**src/rtl/tmds_pkg.sv**
```systemverilog
// Shared definitions for the TMDS receive decoder: symbol width, the four
// control-token codes and the alignment state type.
package tmds_pkg;

  localparam int SYM_W = 10;

  // Control tokens as they appear in the 10-bit window (bit 0 received first)
  localparam logic [SYM_W-1:0] TOK_CTRL0 = 10'h354;  // {C1,C0} = 00
  localparam logic [SYM_W-1:0] TOK_CTRL1 = 10'h0AB;  // {C1,C0} = 01
  localparam logic [SYM_W-1:0] TOK_CTRL2 = 10'h154;  // {C1,C0} = 10
  localparam logic [SYM_W-1:0] TOK_CTRL3 = 10'h2AB;  // {C1,C0} = 11

  typedef enum logic [1:0] {
    ST_HUNT    = 2'd0,
    ST_CONFIRM = 2'd1,
    ST_LOCKED  = 2'd2
  } rx_state_t;

endpackage

```
**src/rtl/tmds_symbol_decode.sv**
```systemverilog
// Combinational TMDS symbol decode: control-token recognition and the
// 10b->8b data inversion/XOR-XNOR unwind.
module tmds_symbol_decode
  import tmds_pkg::*;
(
  input  logic [SYM_W-1:0] symbol,
  output logic [7:0]       data,
  output logic [1:0]       ctrl,
  output logic             is_token
);

  logic [7:0] d;

  // Undo the optional inversion, then undo the XOR/XNOR chain bit by bit
  always_comb begin
    d    = symbol[9] ? ~symbol[7:0] : symbol[7:0];
    data = 8'h00;
    data[0] = d[0];
    for (int i = 1; i < 8; i++) begin
      data[i] = symbol[8] ? (d[i] ^ d[i-1]) : ~(d[i] ^ d[i-1]);
    end
  end

  // Match the window against the four control tokens
  always_comb begin
    ctrl     = 2'b00;
    is_token = 1'b0;
    case (symbol)
      TOK_CTRL0: begin ctrl = 2'b00; is_token = 1'b1; end
      TOK_CTRL1: begin ctrl = 2'b01; is_token = 1'b1; end
      TOK_CTRL2: begin ctrl = 2'b10; is_token = 1'b1; end
      TOK_CTRL3: begin ctrl = 2'b11; is_token = 1'b1; end
      default:   begin ctrl = 2'b00; is_token = 1'b0; end
    endcase
  end

endmodule

```
**src/rtl/tmds_rx_decoder.sv**
```systemverilog
// TMDS channel receive decoder: bit deserialiser, symbol alignment on
// control tokens, lock supervision and registered symbol output.
// Optional macro TMDS_RX_ERR_CNT_EN adds a saturating err_cnt output that
// counts alignment aborts and lock losses.
//
//   state      | meaning
//   -----------+----------------------------------------------------------
//   ST_HUNT    | search every bit position for any control token
//   ST_CONFIRM | boundary fixed; counting consecutive aligned tokens
//   ST_LOCKED  | aligned; decode and emit one symbol every 10 clocks
module tmds_rx_decoder
  import tmds_pkg::*;
#(
  parameter int LOCK_TOKENS  = 8,
  parameter int LOSS_SYMBOLS = 1024
) (
  input  logic        clk_in,
  input  logic        rst_in,
  input  logic        serial_in,
  output logic        sym_valid,
  output logic [7:0]  data_out,
  output logic [1:0]  ctrl_out,
  output logic        de_out,
  output logic        locked
`ifdef TMDS_RX_ERR_CNT_EN
  ,
  output logic [15:0] err_cnt
`endif
);

  localparam int TOK_W = $clog2(LOCK_TOKENS + 1);
  localparam int RUN_W = $clog2(LOSS_SYMBOLS + 1);
  // Count value at which the next aligned token completes lock
  localparam logic [TOK_W-1:0] TOK_LAST = TOK_W'(LOCK_TOKENS - 1);
  // Run value at which the next data symbol exhausts the loss budget
  localparam logic [RUN_W-1:0] RUN_LAST = RUN_W'(LOSS_SYMBOLS - 1);

  rx_state_t        state;
  logic [SYM_W-1:0] sr;
  logic [SYM_W-1:0] win;
  logic [3:0]       phase;
  logic [TOK_W-1:0] tok_cnt;
  logic [RUN_W-1:0] run_cnt;
  logic             boundary;

  logic [7:0]       dec_data;
  logic [1:0]       dec_ctrl;
  logic             dec_is_token;

  // Window as it will be after this clock's bit is shifted in
  assign win      = {serial_in, sr[SYM_W-1:1]};
  assign boundary = (phase == 4'd9);

  tmds_symbol_decode u_decode (
    .symbol   (win),
    .data     (dec_data),
    .ctrl     (dec_ctrl),
    .is_token (dec_is_token)
  );

  // Alignment FSM, phase counter, lock supervision and registered outputs
  always_ff @(posedge clk_in) begin
    if (rst_in) begin
      state     <= ST_HUNT;
      sr        <= '0;
      phase     <= 4'd0;
      tok_cnt   <= '0;
      run_cnt   <= '0;
      sym_valid <= 1'b0;
      data_out  <= 8'h00;
      ctrl_out  <= 2'b00;
      de_out    <= 1'b0;
      locked    <= 1'b0;
    end else begin
      sr        <= win;
      sym_valid <= 1'b0;
      case (state)
        ST_HUNT: begin
          phase    <= 4'd0;
          run_cnt  <= '0;
          data_out <= 8'h00;
          ctrl_out <= 2'b00;
          de_out   <= 1'b0;
          locked   <= 1'b0;
          if (dec_is_token) begin
            // This clock is a symbol boundary; the matched token counts as the first
            tok_cnt <= TOK_W'(1);
            if (LOCK_TOKENS <= 1) begin
              state  <= ST_LOCKED;
              locked <= 1'b1;
            end else begin
              state <= ST_CONFIRM;
            end
          end else begin
            tok_cnt <= '0;
          end
        end

        ST_CONFIRM: begin
          phase <= boundary ? 4'd0 : phase + 4'd1;
          if (boundary) begin
            if (dec_is_token) begin
              if (tok_cnt == TOK_LAST) begin
                state   <= ST_LOCKED;
                locked  <= 1'b1;
                run_cnt <= '0;
              end else begin
                tok_cnt <= tok_cnt + TOK_W'(1);
              end
            end else begin
              state   <= ST_HUNT;
              tok_cnt <= '0;
            end
          end
        end

        ST_LOCKED: begin
          phase <= boundary ? 4'd0 : phase + 4'd1;
          if (boundary) begin
            sym_valid <= 1'b1;
            if (dec_is_token) begin
              de_out   <= 1'b0;
              ctrl_out <= dec_ctrl;
              run_cnt  <= '0;
            end else begin
              de_out   <= 1'b1;
              data_out <= dec_data;
              if (run_cnt == RUN_LAST) begin
                // Symbol still goes out; lock drops together with this pulse
                state   <= ST_HUNT;
                locked  <= 1'b0;
                run_cnt <= '0;
                tok_cnt <= '0;
              end else begin
                run_cnt <= run_cnt + RUN_W'(1);
              end
            end
          end
        end

        default: begin
          state  <= ST_HUNT;
          phase  <= 4'd0;
          locked <= 1'b0;
        end
      endcase
    end
  end

`ifdef TMDS_RX_ERR_CNT_EN
  logic abort_evt;
  logic loss_evt;

  assign abort_evt = (state == ST_CONFIRM) && boundary && !dec_is_token;
  assign loss_evt  = (state == ST_LOCKED) && boundary && !dec_is_token &&
                     (run_cnt == RUN_LAST);

  // Saturating count of alignment aborts and lock losses
  always_ff @(posedge clk_in) begin
    if (rst_in) begin
      err_cnt <= 16'h0000;
    end else if ((abort_evt || loss_evt) && (err_cnt != 16'hFFFF)) begin
      err_cnt <= err_cnt + 16'd1;
    end
  end
`endif

endmodule

```
**config.mk**
```make
export PLATFORM = sky130hd
export DESIGN_NAME = tmds_rx_decoder
export DESIGN_NICKNAME = d
export VERILOG_FILES = /design/src/rtl/tmds_pkg.sv /design/src/rtl/tmds_symbol_decode.sv /design/src/rtl/tmds_rx_decoder.sv
export SDC_FILE = /design/constraint.sdc
export NUM_CORES = 1
export LEC_CHECK = 0
export ABC_AREA = 1
export CAP_MARGIN = 0
export CORE_MARGIN = 4
export CORE_UTILIZATION = 50
export DETAILED_ROUTE_END_ITERATION = 6
export PLACE_DENSITY = 0.72
export SKIP_CTS_REPAIR_TIMING = 1
export SYNTH_ARGS = -nofsm -noshare
export SYNTH_HDL_FRONTEND = slang
export SYNTH_SLANG_ARGS = --single-unit
```
**constraint.sdc**
```tcl
create_clock -name clk_in -period 2 [get_ports clk_in]
set_clock_uncertainty 0.2 [all_clocks]
set_input_delay 0.4 -clock clk_in [delete_from_list [all_inputs] [get_ports clk_in]]
set_output_delay 0.4 -clock clk_in [all_outputs]
set_load 0.01 [all_outputs]
```
==> impl_metrics.toml, run 1 <==
[sta]
setup_violations = 0
rsz0062_at_grt = "true"
fin_crit_sh = 0.9605
setup_ws_ps = 79.03
maxSlewViolCount = 0
max_freq_mhz = 520.6
slew_headroom = 0.7054
tightest_slew_ps = 441.4
finalHoldViolCount = 0
fin_crit_ps = 1921

[floorplan]
rows = 25
die_width_um = 77.55
pin_count = 16
fp.dieH_um = 77.55
initial_utilization = 0.5155
core-area_sq_um = 4692
fp.dieArea_sq_um = 6014

[yosys]
seq_area_frac_synth = 0.3559
ys_types = 31
netlist_area_sq_um = 2419
async_reset_ff_frac = 0
synth_warnings = 0
synthesis.nets = 356
avgSynthCellArea_sq_um = 7.156
synth_edf_count = 0
synth_ff_type = "dfxtp_1"
synth-seq-cells = 43
synth_cells = 338

[final_layout]
final_cell_mix = "nand2_1 (81), nor2_1 (42), inv_1 (39)"
antenna_cells = 0
nFillCells = 438
finalNetCount = 377
syn_to_final_growth_pct = 14.54
final_common_cell = "nand2_1"
drive_above_1_share = 0.1448
multiInputGateArea_sq_um = 1366
seq_area_sq_um = 868.3
final_core_util = 0.5904

[critical_path]
critPathMaxStageDelay_ps = 380
critPathLaunchType = "flip-flop"
crit_type = "reg -> reg"
critical_path.cell_chain = "ha_1 > nand3_1 > nand2_1 > o21ai_1 > nor2_1 > nand2_4 > o21ai_2 > a21oi_1"
cp.buffers_inverters = 0
cp_top_family = "simple AND/OR/NAND/NOR gates"
cp.required_ps = 1980
cpMaxStageDelayCell = "dfxtp_1"
cp_max_fo = 10
cp-end-kind = "flip-flop"
worstPathArrival_ps = 1900

[placement]
dp_slack_ps = 20.45
dp_hpwl_um = 3509
routabilityCongestion = 0.8489
io_buffers = 15

[global_routing]
grt_pass1_wl_um = 8480
grt_max_degree = 27
grt.overflow.total = 0
antenna_found_initial = 0
grt_pass1_vias = 1893
grt_usage = 0.1731

[routing]
wl_per_cell_um = 12.31
drt-total-wl_um = 5085
drtAntennaViolNets = 0
vias = 2084
via_per_inst = 5.046
drcViolationCount = 0
drt_iter0_markers = 132
first_pass_iters = 4

[clock_network]
cts_buffers = 5
cts.path.max_buffers = 2
clk_pin_slew_ps = 80
clock_latency_ps = 290
htree_levels = 2
clock_sinks = 43
cts_root_buffer = "clkbuf_8"
cts_tree = "yes"

[flow_run]
maxCapViolCount = 0

[pwr]
p_per_area_nw_per_um2 = 1113
peakVddDrop_mv = 0.8691
cellLeakagePower_uw = 0.001121

[status]
status = "finished, final reports clean"

[hold_path]
hold_class = "reg -> reg"
worst paths after layout:
check,from,endpoint,slack (ps),cells past startpoint
min reg2reg,locked,locked,260,2
max reg2reg,phase[0],run_cnt[0],80,8
min,locked,locked,260,2
max,phase[0],run_cnt[0],80,8
metal layers:
metal  wire length, um  GRT usage  vias to the layer above  share of wire
met5                 0          0                        -              0
met4                56    0.07117                        0          0.011
met3               165    0.04176                        6          0.032
met2              2378     0.2763                       33           0.47
met1              2484     0.2234                      943           0.49
li1                  -          -                     1102              -
cell type report:
| type | instances | share of cell area |
|---|---|---|
| inverter | 40 | 0.05420 |
| multi-input combinational | 247 | 0.4932 |
| tap | 54 | 0.02439 |
| clock inverter | 1 | 0.01084 |
| clock buffer | 6 | 0.02620 |
| sequential | 43 | 0.3135 |
| timing repair buffer | 22 | 0.07769 |
power breakdown:
| group | switching (uW) | internal (uW) | leakage (uW) |
|---|---|---|---|
| registers | 67.2 | 942 | 0.000351 |
| logic | 907 | 517 | 0.000718 |
| clock network | 284 | 366 | 0.0000513 |
cells by family (layout without fill, tap and decap cells):
logic type | Yosys count | after routing | synth area share
adder cells (fa/ha/maj) | 15 | 15 | 0.07760
AND/OR/NAND/NOR | 185 | 186 | 0.3523
AO/OA/AOI/OAI | 33 | 33 | 0.07657
buffers and inverters | 49 | 69 | 0.09053
flip-flops | 43 | 43 | 0.3559
XOR/XNOR | 13 | 13 | 0.04708
sequential cells by signal, indices dropped and copies added, names as in the netlist:
register	flops
ctrl_out	2
data_out	8
locked	1
state	2
phase	4
sr	9
tok_cnt	4
run_cnt	11
de_out	1
sym_valid	1
worst min-delay path, stage by stage, from the launching register on:
cell,delay (ps)
dfxtp_1,310
inv_1,50
a21oi_1,50
cells in the mapped netlist, drive strengths merged (2+ instances only):
cell type | number | area [sq um]
nor2 | 50 | 237.7
ha | 15 | 187.7
o21ai | 6 | 33.78
nor3 | 4 | 20.02
buf | 6 | 57.55
nand2 | 97 | 406.6
nand3 | 26 | 135.1
clkbuf | 3 | 11.26
nand4 | 5 | 31.28
xor2 | 7 | 61.31
dfxtp | 43 | 860.8
xnor2 | 6 | 52.55
o211ai | 2 | 20.02
inv | 40 | 150.1
a21oi | 23 | 115.1
per-stage QoR:
step / TNS (ps) / area [sq um] / instances / hold WS (ps) / total power [uW]
2_1_floorplan: 0 / 2419 / 338 / 228.1 / 2062
3_3_place_gp: 0 / 2613 / 404 / 243.5 / 2259
3_5_place_dp: 0 / 2613 / 404 / 250.0 / 2275
4_1_cts: 0 / 2715 / 411 / 262.0 / 2935
5_1_grt: -35.67 / 2770 / 413 / 279.3 / 3301
6_report: 0 / 2770 / 413 / 255.6 / 3083
(Power assumes the default switching activity.)
==> run 2, diff against run 1 <==
Settings changed: SYNTH_HIERARCHICAL set to 1.
==> run 2 against run 1 <==
Compared with the run above: area after synthesis rose by 0.26%; flip-flop and latch count unchanged; largest cell class unchanged; utilization grew 1.8 points; non-clock buffer count up 8; highest routed layer unchanged.
==> impl_metrics.toml, run 2 <==
[yosys]
synth_top_area_share = 0.3550
synth_edf_count = 0
synthMuxAreaShare = 0
synth_cells = 358
avgSynthCellArea_sq_um = 6.773
yosys.area_share.xor_xnor = 0.02528
ys_types = 32
yosysMostFrequentCell = "nand2_1"
synth_area_leaders = "dfxtp_1 (36%), nand2_1 (14%), nand3_1 (8.9%), nor2_1 (8.0%), inv_1 (7.4%)"
synthesis.nets = 368
synth_ff_type = "dfxtp_1"
yosys.area.top_type = "dfxtp_1"
synth_top_family_by_area = "simple AND/OR/NAND/NOR gates"
async_reset_ff_frac = 0
netlist_area_sq_um = 2425
synth-seq-cells = 43
synthSimpleGateAreaFrac = 0.4272
synth_warnings = 6
synth_compound_area_frac = 0.04696
seq_area_frac_synth = 0.3550
synth_top_cells_by_count = "nand2_1 (88), nor2_1 (52), inv_1 (48), dfxtp_1 (43), nand3_1 (43)"
synthAdderAreaFrac = 0.03612

[routing]
drt_iter0_markers = 86
first_pass_iters = 4
via_per_inst = 4.873
wl_per_cell_um = 11.00
vias = 2222
drcViolationCount = 0
drtAntennaViolNets = 0
drt-total-wl_um = 5015

[final_layout]
finalNetCount = 398
final_common_cell = "nand2_1"
top_regs = "run_cnt x11, sr x9, data_out x8"
nFillCells = 440
design_area_sq_um = 2875
final_cell_count_no_fill = 456
final_cell_mix = "nand2_1 (85), nor2_1 (49), inv_1 (46)"
drive_above_1_share = 0.1954
largest_register_ffs = 11
antenna_cells = 0
syn_to_final_growth_pct = 18.58
top_register = "run_cnt"

[critical_path]
r2r_end = "state[0]"
reg2reg_from = "sr[7]"
critPathMaxStageDelay_ps = 350
regToRegSetupSlack_ps = 170
crit_type = "reg -> reg"
critical_path.cell_chain = "inv_1 > nand2_1 > nor2_2 > nand3_2 > nand2_4 > buf_4 > nor2_1 > a21oi_1 > nand2_1 > nor2_4 > nand2_1 > nand2_1 > nor2_1"
worstPathArrival_ps = 1840
cpMaxStageDelayCell = "dfxtp_1"
critPathLaunchType = "flip-flop"
cp.required_ps = 2000
cp-end-kind = "flip-flop"
reg2reg_depth = 13
cp_max_fo = 6
crit_top_cell = "nand2_1"

[hold_path]
hold_path_end = "sr[3]"
hp-start = "sr[4]"
hold_class = "reg -> reg"
min_path_cells = 2

[floorplan]
die_width_um = 77.64
pin_count = 16
rows = 25
initial_utilization = 0.5134
fp.dieH_um = 77.64
fp.dieArea_sq_um = 6028
core-area_sq_um = 4723

[placement]
place_area_sq_um = 2733
dp_hpwl_um = 3902
dp_slack_ps = -71.75
routabilityCongestion = 0.8128
io_buffers = 15
dpl.cell_count = 448

[clock_network]
clock_sinks = 43
cts_root_buffer = "clkbuf_8"
cts_tree = "yes"
clk_pin_slew_ps = 90
cts_buffers = 5
htree_levels = 2
clock_latency_ps = 310
cts.path.max_buffers = 2

[sta]
setup_violations = 0
max_freq_mhz = 545.8
tightest_slew_ps = 347.9
fin_crit_ps = 1832
finalHoldViolCount = 0
fin_crit_sh = 0.9160
slew_headroom = 0.7663
maxSlewViolCount = 0
setup_ws_ps = 167.9

[global_routing]
grt_pass1_wl_um = 9218
grt_pass1_vias = 2089
antenna_found_initial = 0
grt_usage = 0.1844
grt_max_degree = 16
grt.overflow.total = 0

[pwr]
p_sw_uw = 1351
peakVddDrop_mv = 0.6375
swShare = 0.4334
pwr-share-comb = 0.491
p_int_uw = 1767
cellLeakagePower_uw = 0.001223
clkPwrFrac = 0.184
p_seq_frac = 0.325
p_per_area_nw_per_um2 = 1084

[flow_run]
maxCapViolCount = 0

[status]
status = "finished, final reports clean"
[run 2: metrics by stage]
stage / utilization / hold slack [ps] / power (uW) / setup TNS, ps
after global placement: 0.5785 / 247.7 / 2519 / -326.3
after detailed placement: 0.5785 / 250.0 / 2541 / -392.8
final: 0.6087 / 250.0 / 3118 / 0
after CTS: 0.5981 / 264.3 / 3116 / -633.3
after floorplan: - / 215.9 / 2165 / 0
after global routing: 0.6087 / 291.7 / 3370 / -16.09
[run 2: routing by layer]
metal	part of all wire	GRT usage	wire length (um)
met1	0.50	0.2406	2530
met4	0.014	0.06050	69
met3	0.022	0.03596	112
met2	0.46	0.3039	2302
met5	0	0	0
[run 2: cell families after synthesis]
| logic type | count (synthesis) |
|---|---|
| simple gates | 220 |
| xor+xnor | 7 |
| buf+inv | 62 |
| compound gates | 19 |
| flops | 43 |
| fa+ha+maj | 7 |
[run 2: power groups by stage]
stage | Combinational [uW] | Sequential, uW | Clock [uW]
global placement | 1490 | 1030 | 0
finish | 1530 | 1010 | 575
floorplan | 1140 | 1020 | 0
global route | 1720 | 1020 | 627
CTS | 1520 | 1010 | 589
detailed placement | 1510 | 1030 | 0
[run 2: worst max-delay path: cells and delay by family, from the launching register on]
kind,cells,cell delay [ps]
buffers and inverters,2,220
flip-flops,1,350
AND/OR/NAND/NOR,10,860
AO/OA/AOI/OAI,1,110
[run 2: layout make-up]
type | instances | area (sq um) | area share
flip-flops and latches | 43 | 865.8 | 0.3011
clock buffers | 5 | 68.82 | 0.02393
well taps | 67 | 83.83 | 0.02916
repair buffers | 30 | 279.0 | 0.09704
inverters | 55 | 214.0 | 0.07441
multi-input cells | 253 | 1340 | 0.4661
clock inverters | 3 | 23.77 | 0.008268
[run 2: worst max path at each step]
stage                     startpoint    endpoint  slack [ps]  cells past startpoint
after CTS                      sr[1]  run_cnt[9]         -90                     11
after global routing           sr[7]  run_cnt[5]         -20                     11
after global placement         sr[3]  run_cnt[9]         -70                     11
final                          sr[7]    state[0]         170                     13
after floorplan                sr[2]  tok_cnt[2]         160                     14
after detailed placement       sr[1]  run_cnt[9]         -70                     11
